[src/rtl/kyber_poly_engine.sv]
// Kyber coefficient engine: streams N coefficient pairs from the input memory,
// applies a mod-Q operation per MODE, and writes N results to the output memory.
module kyber_poly_engine #(
  parameter int Q = 3329,
  parameter int N = 256
) (
  input  logic        clk_i,
  input  logic        rst_n_i,
  input  logic        reg_en_i,
  input  logic [3:0]  reg_we_i,
  input  logic [12:0] reg_addr_i,
  input  logic [31:0] reg_din_i,
  output logic [31:0] reg_dout_o,
  output logic        in_en_o,
  output logic [9:0]  in_addr_o,
  input  logic [31:0] in_dout_i,
  output logic        out_en_o,
  output logic [3:0]  out_we_o,
  output logic [9:0]  out_addr_o,
  output logic [31:0] out_din_o
);

  // state   | meaning
  // IDLE    | waiting for START
  // RD_A    | read address i issued
  // RD_B    | capture a, read address N+i issued (modes 1/2)
  // LATCH   | capture b (mode 0: capture a)
  // WR      | write r to output word i
  // DONE    | finished; done flag held until next START
  typedef enum logic [2:0] {S_IDLE, S_RD_A, S_RD_B, S_LATCH, S_WR, S_DONE} state_t;

  localparam int IW = (N > 1) ? $clog2(N) : 1;
  localparam logic [IW-1:0] LAST = IW'(N - 1);
  localparam logic [11:0] Q12 = 12'(Q);
  localparam logic [12:0] Q13 = 13'(Q);

  state_t        state_q, state_d;
  logic [IW-1:0] i_q, i_d;
  logic [1:0]    mode_q, mode_d;
  logic [1:0]    run_mode_q, run_mode_d;
  logic [11:0]   a_q, a_d, b_q, b_d;
  logic          done_q, done_d, error_q, error_d;
  logic [31:0]   reg_dout_q, reg_dout_d;

  logic          wr_acc, rd_acc, busy, start_acc;
  logic [11:0]   x_red, r;
  logic [11:0]   x_raw;
  logic [12:0]   sum;
  logic          unused_bits;

  assign unused_bits = ^{in_dout_i[31:12], reg_din_i[31:2]};

  assign wr_acc    = reg_en_i && (reg_we_i != 4'h0);
  assign rd_acc    = reg_en_i && (reg_we_i == 4'h0);
  assign busy      = (state_q != S_IDLE) && (state_q != S_DONE);
  assign start_acc = wr_acc && (reg_addr_i == 13'd1) && reg_din_i[0] && !busy;

  assign x_raw = in_dout_i[11:0];
  assign x_red = (x_raw >= Q12) ? x_raw - Q12 : x_raw;
  assign sum   = {1'b0, a_q} + {1'b0, b_q};

  always_comb begin
    r = a_q;
    case (run_mode_q)
      2'd1:    r = (sum >= Q13) ? 12'(sum - Q13) : sum[11:0];
      2'd2:    r = (a_q >= b_q) ? a_q - b_q : a_q + Q12 - b_q;
      default: r = a_q;
    endcase
  end

  always_comb begin
    state_d    = state_q;
    i_d        = i_q;
    run_mode_d = run_mode_q;
    a_d        = a_q;
    b_d        = b_q;
    done_d     = done_q;
    error_d    = error_q;
    in_en_o    = 1'b0;
    in_addr_o  = 10'd0;
    out_en_o   = 1'b0;
    out_we_o   = 4'h0;
    out_addr_o = 10'd0;
    out_din_o  = 32'd0;
    case (state_q)
      S_IDLE, S_DONE: begin
        if (state_q == S_DONE) done_d = 1'b1;
        if (start_acc) begin
          done_d     = 1'b0;
          error_d    = 1'b0;
          run_mode_d = mode_q;
          i_d        = '0;
          // Reserved mode skips all memory traffic and reports an error.
          if (mode_q == 2'd3) begin
            state_d = S_DONE;
            error_d = 1'b1;
          end else begin
            state_d = S_RD_A;
          end
        end
      end
      S_RD_A: begin
        in_en_o   = 1'b1;
        in_addr_o = 10'(i_q);
        state_d   = (run_mode_q == 2'd0) ? S_LATCH : S_RD_B;
      end
      S_RD_B: begin
        in_en_o   = 1'b1;
        in_addr_o = 10'(N) + 10'(i_q);
        a_d       = x_red;
        state_d   = S_LATCH;
      end
      S_LATCH: begin
        if (run_mode_q == 2'd0) a_d = x_red;
        else                    b_d = x_red;
        state_d = S_WR;
      end
      S_WR: begin
        out_en_o   = 1'b1;
        out_we_o   = 4'hF;
        out_addr_o = 10'(i_q);
        out_din_o  = {20'd0, r};
        if (i_q == LAST) begin
          state_d = S_DONE;
        end else begin
          i_d     = i_q + 1'b1;
          state_d = S_RD_A;
        end
      end
      default: state_d = S_IDLE;
    endcase
  end

  always_comb begin
    mode_d     = mode_q;
    reg_dout_d = reg_dout_q;
    if (wr_acc && (reg_addr_i == 13'd3) && !busy) mode_d = reg_din_i[1:0];
    if (rd_acc) begin
      case (reg_addr_i)
        13'd3:   reg_dout_d = {30'd0, mode_q};
        13'd4:   reg_dout_d = {30'd0, error_q, done_q};
        13'd5:   reg_dout_d = {31'd0, busy};
        default: reg_dout_d = 32'd0;
      endcase
    end
  end

  always_ff @(posedge clk_i) begin
    if (!rst_n_i) begin
      state_q    <= S_IDLE;
      i_q        <= '0;
      mode_q     <= 2'd0;
      run_mode_q <= 2'd0;
      a_q        <= 12'd0;
      b_q        <= 12'd0;
      done_q     <= 1'b0;
      error_q    <= 1'b0;
      reg_dout_q <= 32'd0;
    end else begin
      state_q    <= state_d;
      i_q        <= i_d;
      mode_q     <= mode_d;
      run_mode_q <= run_mode_d;
      a_q        <= a_d;
      b_q        <= b_d;
      done_q     <= done_d;
      error_q    <= error_d;
      reg_dout_q <= reg_dout_d;
    end
  end

  assign reg_dout_o = reg_dout_q;

endmodule

[config.mk]
export PLATFORM = sky130hd
export DESIGN_NAME = kyber_poly_engine
export DESIGN_NICKNAME = d
export VERILOG_FILES = /design/src/rtl/kyber_poly_engine.sv
export SDC_FILE = /design/constraint.sdc
export NUM_CORES = 1
export LEC_CHECK = 0
export ABC_CLOCK_PERIOD_IN_PS = 4100
export BUFFER_PORTS_ARGS = -buffer_cell sky130_fd_sc_hd__buf_4
export CAP_MARGIN = 20
export CORE_MARGIN = 4
export CORE_UTILIZATION = 54
export CTS_BUF_LIST = sky130_fd_sc_hd__clkbuf_2
export DETAILED_ROUTE_END_ITERATION = 16
export MAX_ROUTING_LAYER = met4
export PLACE_DENSITY = 0.84
export SLEW_MARGIN = 20
export SYNTH_ARGS = -nofsm -noshare
export SYNTH_HDL_FRONTEND = slang
export SYNTH_SLANG_ARGS = --single-unit
[constraint.sdc]
create_clock -name clk_i -period 4.1 [get_ports clk_i]
set_clock_uncertainty 0.1 [all_clocks]
set_input_delay 0.615 -clock clk_i [delete_from_list [all_inputs] [get_ports clk_i]]
set_output_delay 0.615 -clock clk_i [all_outputs]
set_load 0.02 [all_outputs]
### Word-level counts from Yosys, hierarchy flattened

Index checks and enable logic that the tools add are counted.

* register bits: 73
* bits of input ports: 84
* output and inout bits: 90
* logic and storage cells: 86

* $add $sub $neg: 8
* $lt $le $gt $ge: 3
* equal/unequal tests: 17
* mux-type cells: 24
* bitwise operators: 1
* reductions and logical operators: 24

Operator list (count)
* $mux 12: 5
* $pmux 12 s2: 2
* $eq 13x3->1 const B: 2
* $mux 8: 3
* $sub 12x12->12: 2
* $sub 12x12->12 const B: 2
* $pmux 10 s2: 1
* $pmux 8 s2: 1
* $pmux 3 s5: 1
* $add 12x12->13: 1
* $eq 13x1->1 const B: 1
* $eq 13x2->1 const B: 1
* $ge 13x12->1 const B: 1
* $add 12x12->12 const B: 1
* $ge 12x12->1: 1
* $ge 12x12->1 const B: 1
* $add 9x8->10 const A: 1
* $mux 3: 3
* $add 8x1->8 const B: 1
* $eq 8x8->1 const B: 1
* $logic_and 1x1->1: 8
* $reduce_and 2->1: 4
* $eq 3x2->1 const B: 2
* $eq 3x3->1 const B: 2
* other kinds (18): 29

### Depth between registers and ports, before layout

Gate-level depths: netlist of the first run.

* depth after elaboration: 7
* depth in mapped cells: 14
* depth with buffers taken out: 14

### Worst setup path after synthesis of the first run

No wires, ideal clock.

* path type: flip-flop to output port
* start point: register a_q[1]
* end point: output out_din_o[6]
* arrival: 3.269 ns
* required time: 3.385 ns
* path slack: 0.116 ns
* stages on the path, launching flop included: 13
* buffers on the path: 1
* cell sequence: dfxtp_1 > inv_1 > ha_1 > nand2b_1 > a211oi_2 > o221a_2 > nor2_1 > or3b_1 > o311a_1 > buf_6 > o211ai_1 > xor2_1 > o21ai_0

* cells in the longest elaborated chain, start to end: 5
* elaborated cells between the ends (all ways): 11
* classes of those cells: add/sub (5); order compare (2); mux (4)

RTL lines
* from (decl): line 41 `logic [11:0] a_q, a_d, b_q, b_d;`
* from (signal assigned): line 154 `a_q <= 12'd0;`
* from (signal assigned): line 164 `a_q <= a_d;`
* $add 12x12->12 / $add 12x12->13 (equally long branches): line 66, 60
* $sub 12x12->12, or another cell as far along: line 66 `2'd2: r = (a_q >= b_q) ? a_q - b_q : a_q + Q12 - b_q;`
* $mux 12 (on tied branches): line 66, 65
* $pmux 12 s2 (*): line 64 `case (run_mode_q)`
* $mux 12 (*): line 85 `case (state_q)`
* to (decl): line 20 `output logic [31:0] out_din_o`

Every way passes the cells marked *; elsewhere a longest branch is shown, timed or not.

### Worst setup path in the final report of the first run

* start point: register a_q[0]
* end point: output out_din_o[1]

Same word-level chain as after synthesis.

==> summary.md, run 1 <==
| Metric | Value |
|---|---|
| Die span in x | 108.8 µm |
| Slew at the pin closest to its max-slew limit | 0.8291 ns |
| Top FF cell, synth | dfxtp_1 |
| Drt drc | 0 |
| Initial antenna violation count | 0 |
| Fin. max-slew vios | 0 |
| Fin crit period | 4.270 ns |
| Setup TNS | -1.317 ns |
| Layout Cells excl Fill | 975 |
| PwrDens | 263.0 nW/µm² |
| Layout cells sized above 1 | 31.47% |
| Number of enable flip-flop cells after synthesis | 0 |
| Lkg Pwr | 0.003257 µW |
| RePlAce Congestion | 1.009 |
| Critical Setup Path Class | register to primary output |
| Core footprint | 9819 µm² |
| Pwr Total | 1875 µW |
| Cells after DPL | 924 |
| Cells after Synth | 721 |
| Clk buf depth | 2 |
| Peak supply drop | 0.0001977 V |
| Post-Syn Area per Cell | 7.608 µm² |
| 1st-pass router iterations | 5 |
| Area growth syn-to-layout | 30.00% |
| Failing checks | negative setup slack |
| Fin crit share | 104.1% |
| Clock transition at path regs | 0.23 ns |
| Footprint of the multi-input gates | 4569 µm² |
| Total GRT Usage | 28.48% |
| CTS tree | yes |
| Placed inst area | 6103 µm² |
| Final Cell Area | 7131 µm² |
| Die H | 108.8 µm |
| Synth Register Bits | 43 |
| Final hold vios | 0 |
| Worst-Skew Late Latency | 0.43 ns |
| Worst hold path class | input pin to register |
| Via Count | 5834 |
| Max cap viols | 0 |
| Synthesized area | 5485 µm² |
| Count leader, synth | nand2_1 |
| Post-Place Worst Slack | 0.005289 ns |
| RSZ-0062 raised after global routing | yes |
| Synth top area share | 15.69% |
| H-Tree Depth | 2 |
| Root Buffer | clkbuf_2 |
| Die area | 11830 µm² |
| Share of flip-flops with an asynchronous set or reset | 0% |
| Std cell rows | 36 |
| Status | finished with violations |
| Boundary Pins | 174 |
| Vias in the first global route | 5574 |
| F_max | 234.2 MHz |
| Antenna-violating nets left | 0 |
| N_diodes | 0 |
| Area leader, netlist | dfxtp_1 |
| CP Data Arrival Time | 3.56 ns |
| First-pass GRT wire length | 26650 µm |
| Initial cell density of the core | 55.86% |
| Reg area | 899.6 µm² |
| Gr ovfl total | 0 |
| Rel. slew slack | 44.73% |
| Filler cells | 715 |
| Final setup viols | 12 |
| Final setup margin | -0.1700 ns |
| Synth cell types | 79 |
| Largest cells by area after synthesis | dfxtp_1 16%, ha_1 10%, buf_4 7.9%, xnor2_1 4.3%, nand2_1 4.2% |
| Syn. warnings | 0 |
| Routed WL | 17420 µm |
| Sink Count | 43 |
| Worst Setup Start Kind | register |
| CP Capture Type | primary output |
| Required time worst endpoint | 3.38 ns |
| Buffers added on ports | 70 |
| Synth top cells by count | 62 x nand2_1, 60 x inv_1, 58 x buf_4 |
| Nets | 981 |
| Register area share after synthesis | 15.69% |
| Largest net degree at the start of global routing | 37 |
| Critical path fanouts, max | 8 |
| Iter 0 DRT Violations | 614 |
| Routed vias/inst | 5.984 |
| Mean routed wirelength per cell | 17.87 µm |
| Num CTS Buffers | 5 |
| Detail Placement HPWL | 11740 µm |
-- worst max-delay path: stages (launching register included) --
cell,delay (ns)
dfxtp_4,0.44
ha_4,0.14
fa_2,0.23
nand2b_4,0.08
buf_6,0.13
a2111oi_4,0.44
a211oi_4,0.06
buf_4,0.17
nor2_4,0.14
a31oi_4,0.11
o311a_4,0.40
nor2_4,0.15
mux2_4,0.30
o21a_1,0.19
buf_6,0.13
-- routing by layer --
layer | vias up | wire, µm | global-route usage [%]
li1 | 2666 | - | -
met1 | 2762 | 6808 | 34.80
met2 | 340 | 8650 | 48.63
met3 | 66 | 1398 | 3.256
met4 | 0 | 565 | 10.01
met5 | - | 0 | -
-- power by group --
group	switching, µW	internal [µW]	total, µW
logic	635	519	1150
registers	36.9	437	474
clock network	145	103	248
total	817	1060	1880
-- logic make-up (layout without fill, tap and decap cells) --
group / Yosys count / after routing / synth area share, %
buf+inv: 151 / 219 / 14.67
fa+ha+maj: 56 / 56 / 14.14
other cells: 1 / 53 / 0.06837
simple gates: 239 / 239 / 23.40
flops: 43 / 43 / 15.69
xor+xnor: 40 / 40 / 6.524
mux: 9 / 9 / 1.734
compound gates: 182 / 183 / 23.77
-- per-stage QoR --
step | utilization, % | hold WS [ns]
2_1_floorplan | - | 0.3316
3_5_place_dp | 62.16 | 0.3754
6_report | 72.62 | 0.3303
3_3_place_gp | 62.16 | 0.3523
4_1_cts | 69.88 | 0.3114
5_1_grt | 72.62 | 0.3172
-- what timing repair did --
action / in CTS / in global routing
gates cloned: 1 / 0
endpoints found under the hold margin: 0 / 0
pin swaps: 42 / 26
hold buffers: 0 / 0
resized for setup: 104 / 29
buffers inserted: 28 / 16
setup endpoints to repair: 12 / 12
-- worst paths after layout --
check,start,slack (ns),cells past startpoint,endpoint
setup / recovery,a_q[0],-0.17,14,out_din_o[1]
hold / removal,reg_din_i[1],0.33,3,mode_q[1]
setup reg to reg,state_q[2],1.63,9,i_q[7]
hold reg to reg,i_q[7],0.45,2,i_q[7]
-- state kept, by name, summed over array words and instances, names as in the netlist --
register,cells
mode_q,2
run_mode_q,2
done_q,1
state_q,3
i_q,8
error_q,1
b_q,12
reg_dout_o,2
a_q,12
-- layout by cell type, fill, tap and decap left out, types with 7 or more instances in the layout --
cell type	instances
buf_4	136
nand2_1	62
inv_1	58
conb_1	53
o21ai_0	36
nor2_1	31
a21oi_1	31
ha_1	30
dfxtp_1	28
xnor2_1	25
and2_1	23
o211a_1	20
nor2b_1	16
nand3_1	15
buf_6	14
nor4_1	11
o211ai_1	11
xor2_1	11
ha_4	11
nor3_1	10
nand2b_1	8
mux2i_1	8
a31oi_1	8
fa_1	8
dfxtp_4	8
dfxtp_2	7
-- area by class of cell --
type / count / share of cell area, %
clock buffers: 5 / 0.3509
clock inverters: 3 / 0.6141
inverters: 60 / 3.194
multi-input cells: 580 / 64.08
flip-flops and latches: 43 / 12.62
well taps: 133 / 2.334
repair buffers: 151 / 16.81
(Power assumes the default switching activity.)
==> inputs of run 2 (changes only) <==
- ABC_AREA: default -> 0
- GPL_TIMING_DRIVEN: default -> 0
- SKIP_LAST_GASP: default -> 1
==> run 2 against run 1 <==
Against the previous run:
- the run still ends with negative setup slack left
- largest cell class unchanged
- utilization increased by 2.5 points
- sequential cell count unchanged
- final cell count increased by 5.8%
- critical path depth decreased by 1
- largest power group unchanged
==> summary.md, run 2 (synthesis results as in run 1) <==
| Metric | Value |
|---|---|
| N_diodes | 0 (unchanged) |
| Clock transition at path regs | 0.21 ns (-0.02 ns) |
| Sink Count | 43 (unchanged) |
| Setup TNS | -2.403 ns (-1.086 ns) |
| Detail Placement HPWL | 11380 µm (-3.1%) |
| Largest net degree at the start of global routing | 15 (-59%) |
| Final setup margin | -0.2763 ns (-0.1063 ns) |
| Mean routed wirelength per cell | 15.97 µm (-11%) |
| RePlAce Congestion | 0.9423 (-6.6%) |
| Largest regs | a_q: 12 flops, b_q: 12 flops, i_q: 8 flops |
| Max cap viols | 0 (unchanged) |
| F_max | 228.5 MHz (-2.4%) |
| Crit-path cells | buf_6 > ha_4 > or2_4 > a2111oi_4 > a211oi_4 > or2_4 > nor4_4 > buf_4 > nor4_4 > o31ai_1 > nand3_1 > a31oi_1 > buf_4 |
| Critical path buffers and inverters | 3 (unchanged) |
| Via Count | 5776 (-0.99%) |
| CP Capture Type | primary output |
| Crit path max-delay family | simple AND/OR/NAND/NOR gates |
| Lkg Pwr | 0.003482 µW (+6.9%) |
| Routed WL | 16480 µm (-5.4%) |
| Layout cells sized above 1 | 33.26% (+1.8 points) |
| Initial cell density of the core | 55.86% (unchanged) |
| Most frequent cells in the layout | 176 x buf_4, 61 x nand2_1, 59 x inv_1 |
| Hold_ws | 0.3555 ns (+0.02524 ns) |
| Std cell rows | 36 (unchanged) |
| Drt drc | 0 (unchanged) |
| Antenna-violating nets left | 0 (unchanged) |
| Slew at the pin closest to its max-slew limit | 0.7578 ns (-0.07125 ns) |
| CTS tree | yes |
| H-Tree Depth | 2 (unchanged) |
| Fin crit period | 4.376 ns (+0.1063 ns) |
| Core footprint | 9819 µm² (unchanged) |
| Slowest CP cell | dfxtp_4 |
| Iter 0 DRT Violations | 406 (-34%) |
| Vias in the first global route | 5142 (-7.8%) |
| Worst Setup Start Kind | register |
| Most common library cell in the layout ignoring fill and taps | buf_4 |
| Die span in x | 108.8 µm (unchanged) |
| Fin crit share | 106.7% (+2.6 points) |
| Total GRT Usage | 25.94% (-2.5 points) |
| Status | finished with violations |
| Fin. max-slew vios | 0 (unchanged) |
| Worst-Skew Late Latency | 0.41 ns (-0.02 ns) |
| RSZ-0062 raised after global routing | yes |
| Root Buffer | clkbuf_2 |
| Peak supply drop | 0.0001972 V (-0.24%) |
| Largest stage delay, worst path | 0.41 ns (-0.03 ns) |
| Final setup viols | 12 (unchanged) |
| Worst hold path class | input pin to register |
| Routed vias/inst | 5.597 (-6.5%) |
| Area growth syn-to-layout | 34.42% |
| Critical Setup Path Class | register to primary output |
| Final hold vios | 0 (unchanged) |
| First-pass GRT wire length | 24180 µm (-9.3%) |
| Boundary Pins | 174 (unchanged) |
| Die area | 11830 µm² (unchanged) |
| Clk buf depth | 2 (unchanged) |
| Initial antenna violation count | 0 (unchanged) |
| Required time worst endpoint | 3.38 ns (about the same) |
| Pwr Total | 1766 µW (-5.8%) |
| Nets | 1038 (+5.8%) |
| Buffers added on ports | 69 (-1.4%) |
| Die H | 108.8 µm (unchanged) |
| CTS Hold Bufs | 0 (unchanged) |
| Num CTS Buffers | 5 (unchanged) |
| Rel. slew slack | 49.09% (+4.4 points) |
| CP Data Arrival Time | 3.66 ns (+0.10 ns) |
| Gr ovfl total | 0 (unchanged) |
| 1st-pass router iterations | 7 (+2) |
| PwrDens | 239.5 nW/µm² (-8.9%) |
| Critical path fanouts, max | 8 (unchanged) |
| Failing checks | negative setup slack |
## run 2: changes by cell type in the layout (fill, tap and decap cells not counted), moves of 4 or more
cell,delta
buf_4,+40
clkbuf_1,+18
buf_6,-5
dfxtp_4,+4
## run 2: metal layers
| layer | track usage, % | vias up | share of wire [%] |
|---|---|---|---|
| met5 | - | - | 0 |
| met4 | 7.935 | 0 | 3.6 |
| met3 | 3.197 | 54 | 7.6 |
| met2 | 42.85 | 277 | 48 |
| met1 | 33.24 | 2667 | 41 |
| li1 | - | 2778 | - |
## run 2: area by class of cell
cell class / count / area, µm²
plain buffers: 86 / 603.1
flip-flops and latches: 43 / 912.1
inverters: 60 / 227.7
multi-input cells: 579 / 4482
repair buffers: 123 / 939.7
clock inverters: 2 / 12.51
well taps: 133 / 166.4
clock buffers: 6 / 30.03
fillers: 745 / 2446
## run 2: final timing paths
kind	start	cells after the start	slack, ns	to
min	reg_din_i[1]	3	0.36	mode_q[1]
max	a_q[6]	13	-0.28	out_din_o[8]
min reg2reg	i_q[7]	2	0.42	i_q[7]
max reg2reg	state_q[2]	9	1.39	i_q[3]
## run 2: worst min-delay path, stage by stage
cell and delay [ns]:
buf_4 0.08, mux2i_1 0.05, nor2b_1 0.09
## run 2: per-stage QoR
stage,util [%],std cells,area [µm²],setup WS (ns)
after detailed placement,64.82,975,6365,-0.2917
final,75.09,1032,7373,-0.2763
after global placement,64.82,975,6365,-0.2885
after floorplan,-,773,5680,0.1161
after global routing,75.09,1032,7373,-0.4138
after CTS,71.39,1007,7010,-0.1990
## run 2: power breakdown
group	internal [µW]	leakage (µW)	switching [µW]
sequential	433	0.000359	28.5
combinational	517	0.00309	603
clock	43.5	0.0000290	141
total	994	0.00348	772
## run 2: timing repair
action | in CTS | in global routing
resized for setup | 103 | 35
endpoints found under the setup margin | 12 | 12
setup buffers | 28 | 25
gates cloned | 0 | 1
pin swaps | 21 | 24
